==> config.mk <==
export PLATFORM = sky130hd
export DESIGN_NAME = sigma_delta_dac
export DESIGN_NICKNAME = d
export VERILOG_FILES = /design/src/rtl/sigma_delta_dac.sv
export SDC_FILE = /design/constraint.sdc
export NUM_CORES = 1
export LEC_CHECK = 0
export CAP_MARGIN = 20
export CORE_MARGIN = 4
export CORE_UTILIZATION = 31
export DETAILED_ROUTE_END_ITERATION = 16
export PLACE_DENSITY = 0.62
export SLEW_MARGIN = 20
export SYNTH_ARGS = -nofsm -noshare
export SYNTH_HDL_FRONTEND = slang
export SYNTH_SLANG_ARGS = --single-unit
==> constraint.sdc <==
create_clock -name clk_i -period 2.1 [get_ports clk_i]
set_input_delay 0.21 -clock clk_i [delete_from_list [all_inputs] [get_ports clk_i]]
set_output_delay 0.21 -clock clk_i [all_outputs]
set_load 0.01 [all_outputs]
==> src/rtl/sigma_delta_dac.sv <==
// rtl/sigma_delta_dac.sv - first-order delta-sigma DAC, unsigned sample to 1-bit pulse density
//
// Ports:
//   clk_i    in   1       system clock, rising edge
//   res_n_i  in   1       synchronous active-low reset
//   dac_i    in   C_bits  unsigned sample, 0 = minimum, 2^C_bits-1 = maximum
//   dac_o    out  1       registered pulse-density output (feeds external RC filter)
//
// Optional feature: define SIGMA_DELTA_DAC_DITHER_EN to add a 16-bit LFSR whose
// bit 0 is injected as an extra carry into the sigma accumulator.

module sigma_delta_dac #(
    parameter int C_bits = 16
) (
    input  logic              clk_i,
    input  logic              res_n_i,
    input  logic [C_bits-1:0] dac_i,
    output logic              dac_o
);

    localparam int W = C_bits;

    logic [W-1:0] r_x;
    logic [W+1:0] r_sigma;
    logic         r_dac;

    logic [W+1:0] w_delta;
    logic [W+1:0] w_sigma_next;

    // Feedback: the top bit of sigma acts as the 1-bit quantiser. When set,
    // adding 3*2^W modulo 2^(W+2) subtracts one full-scale step.
    assign w_delta = {r_sigma[W+1], r_sigma[W+1], {W{1'b0}}};

`ifdef SIGMA_DELTA_DAC_DITHER_EN
    logic [15:0] r_lfsr;
    logic        w_lfsr_fb;

    // Fibonacci taps 16,14,13,11 map to bit indices 15,13,12,10
    assign w_lfsr_fb = r_lfsr[15] ^ r_lfsr[13] ^ r_lfsr[12] ^ r_lfsr[10];

    always_ff @(posedge clk_i) begin
        if (!res_n_i) begin
            r_lfsr <= 16'hACE1;
        end else begin
            r_lfsr <= {r_lfsr[14:0], w_lfsr_fb};
        end
    end

    assign w_sigma_next = r_sigma + w_delta + {2'b00, r_x} + {{(W+1){1'b0}}, r_lfsr[0]};
`else
    assign w_sigma_next = r_sigma + w_delta + {2'b00, r_x};
`endif

    always_ff @(posedge clk_i) begin
        if (!res_n_i) begin
            r_x     <= '0;
            r_sigma <= {2'b01, {W{1'b0}}};
            r_dac   <= 1'b0;
        end else begin
            r_x     <= dac_i;
            r_sigma <= w_sigma_next;
            r_dac   <= r_sigma[W+1];
        end
    end

    assign dac_o = r_dac;

endmodule

==> out/qor.yml <==
status: "complete, but fails checks"
failed_checks: "setup timing"
drcViolationCount: 0
ys_ff_latch: 35
yosysWarnings: 0
clockPowerShare_pct: 27.0
seqPwrFrac_pct: 42.8
overflow: 0
grt_max_degree: 20
synthAdderAreaFrac_pct: 12.74
final_layout_size_suffix_gt1_share_pct: 16.81
layout_setup_ws_ps: -20.89
final-max-slew-violation-count: 0
share_comb_of_total_power_pct: 30.2
clk_latency_ps: 290
timing.final.crit_share_pct: 101.0
critPathKind: "flip-flop to flip-flop"
total_power_uw: 1797
htree_levels: 2
peakVddDrop_mv: 0.2395
syn-num-nets: 232
via_count: 1422
setup_violations: 1
power_density_nw_per_um2: 783.6
grt_antenna_before_repair: 0
fin_area_sq_um: 2293
final_nets: 262
grt_pass1_wl_um: 6189
postSynth.asyncResetShare_pct: 0
path_max_fanout: 3
rows: 27
io_pins: 19
max_slew_margin_pct: 70.16
grtUsageMet3_pct: 3.337
drtIter0Drc: 36
track_usage_pct: 10.75
worstPathArrival_ps: 2300
worstHoldStart: "r_sigma[17]"
synth-compound-area-share_pct: 20.27
clock_skew_ps: 5.304
postPlaceCellArea_sq_um: 2157
final_util_pct: 40.90
critPathRequiredTime_ps: 2280
fmax_mhz: 471.5
final_hold_viol_count: 0
worst-slew-pin-transition_ps: 447.6
p_leak_uw: 0.0009668
clk_pin_slew_ps: 70
fill_cells: 585
wl_per_cell_um: 11.99
routabilityCongestion: 0.8433
synth_mux_area_share_pct: 1.164
synth_edf_count: 0
initial_utilization_pct: 32.57
cts_tree: "done"
avgSynthCellArea_sq_um: 9.320
internal-power_uw: 1268
synth_xor_area_share_pct: 3.836
chipHeight_um: 84.77
switching_share_pct: 29.45
cts_inserted_buffers: 5
postRouteAntennaNets: 0
dr.pass1.iters: 4
core_sq_um: 5608
hpwl_um: 2624
cts.hold.buffers_added: 0
drt_wl_total_um: 3572
clock-sinks: 35
grtUsageMet1_pct: 13.22
cp-startpoint: "r_sigma[0]"
drv_cap: 0
diodes: 0
ys_seq_area_share_pct: 38.36
viasPerCell: 4.772
rsz0062_at_grt: "yes"
endpoint_kind: "flip-flop"
grt_pass1_vias: 1393
root_buffer: "clkbuf_8"
met2_usage_pct: 17.01
synth_top_family_by_area: "compound AO/OA/AOI/OAI gates"
synthCells: 196
finalCriticalPeriod_ps: 2121
p_switching_uw: 529.2
synth_cell_types: 46
die_area_sq_um: 7185
syn_area_sq_um: 1827
synth_ff_type: "dfxtp_1"
hold_class: "flip-flop to flip-flop"
area_growth_pct: 25.55
clk_path_buf_depth: 2
port_buffers: 18
grt.busiest_layer: "met2"
synth-simple-area-share_pct: 20.21
die_w_um: 84.77
start_kind: "flip-flop"
r2r-start: "r_sigma[0]"
-- worst paths after layout --
kind / endpoint / slack (ps) / depth (start not counted)
min: dac_o / 470 / 1
max reg2reg: r_sigma[16] / -20 / 9
max: r_sigma[16] / -20 / 9
min reg2reg: dac_o / 470 / 1
-- synthesized netlist by cell type (5+ instances only) --
master    number  area share [%]
a21oi_1       14             3.8
o21a_1         6             2.5
nand3_1        5             1.4
nand2_1        8             1.6
ha_1          17              12
dfxtp_1       35              38
clkbuf_1       5             1.0
and2_1        25             8.6
inv_1          9             1.8
nor2_1         7             1.4
-- power by group through the flow --
stage	clock (uW)	sequential, uW	combinational [uW]
after floorplan	0	777	373
after global placement	0	781	519
after detailed placement	0	783	523
after CTS	511	771	529
after global routing	533	776	610
final	486	769	542
-- cells in the final DEF, fill, tap and decap left out, drive strengths merged, types with 4 or more instances in the layout --
cell and instances:
dfxtp 35, and2 25, clkdlybuf4s50 18, ha 17, a21oi 15, buf 12, inv 9, nand2 9
nor2 7, o21a 6, clkbuf 6, o21ai 6, nand3 5, a21o 4, xnor2 4, nor2b 4
xor2 4
-- through the flow --
step / setup slack, ps / TNS [ps] / instances / hold WS (ps)
after floorplan: 27.81 / 0 / 196 / 331.7
after global placement: -41.01 / -41.01 / 290 / 457.7
after detailed placement: -60.66 / -77.74 / 290 / 467.2
after CTS: -84.81 / -93.49 / 298 / 468.0
after global routing: -107.5 / -175.1 / 298 / 479.6
final: -20.89 / -20.89 / 298 / 473.0
-- critical path, cell delays in order (launching register included) --
cell,delay [ps]
dfxtp_2,340
ha_4,140
inv_2,30
fa_2,330
and2b_1,230
o211ai_2,100
a32o_2,290
o22ai_2,140
a31oi_1,100
mux2_1,310
-- state kept, by name, summed over array words and instances, names as in the netlist --
register,cells
dac_o,1
r_sigma,18
r_x,16
-- routing by layer --
layer / part of all wire, % / up-vias
met5: 0 / -
li1: - / 748
met2: 44 / 26
met4: 2.3 / 0
met3: 4.5 / 6
met1: 49 / 642
-- layout make-up --
cell class / count / area [sq um] / area share (%)
Inverter: 9 / 33.78 / 1.473
Sequential cell: 35 / 703.2 / 30.66
Multi-Input combinational cell: 145 / 1109 / 48.34
Tap cell: 72 / 90.09 / 3.928
Clock inverter: 1 / 5.005 / 0.2182
Timing Repair Buffer: 30 / 270.3 / 11.78
Clock buffer: 6 / 82.58 / 3.601
-- cell families after synthesis --
group                      Yosys count
AOI/OAI and AO/OA                   52
xor gates and xnor gates             8
adders and majority gates           18
buffers and inverters               16
DFF                                 35
muxes                                2
and+or+nand+nor                     65
-- repair_timing --
| action | CTS | global route |
|---|---|---|
| pin swaps | 6 | 8 |
| endpoints found under the setup margin | 2 | 7 |
| gates resized for setup | 5 | 4 |
| buffers inserted | 1 | 0 |
Power figures use the tool's default switching activity.
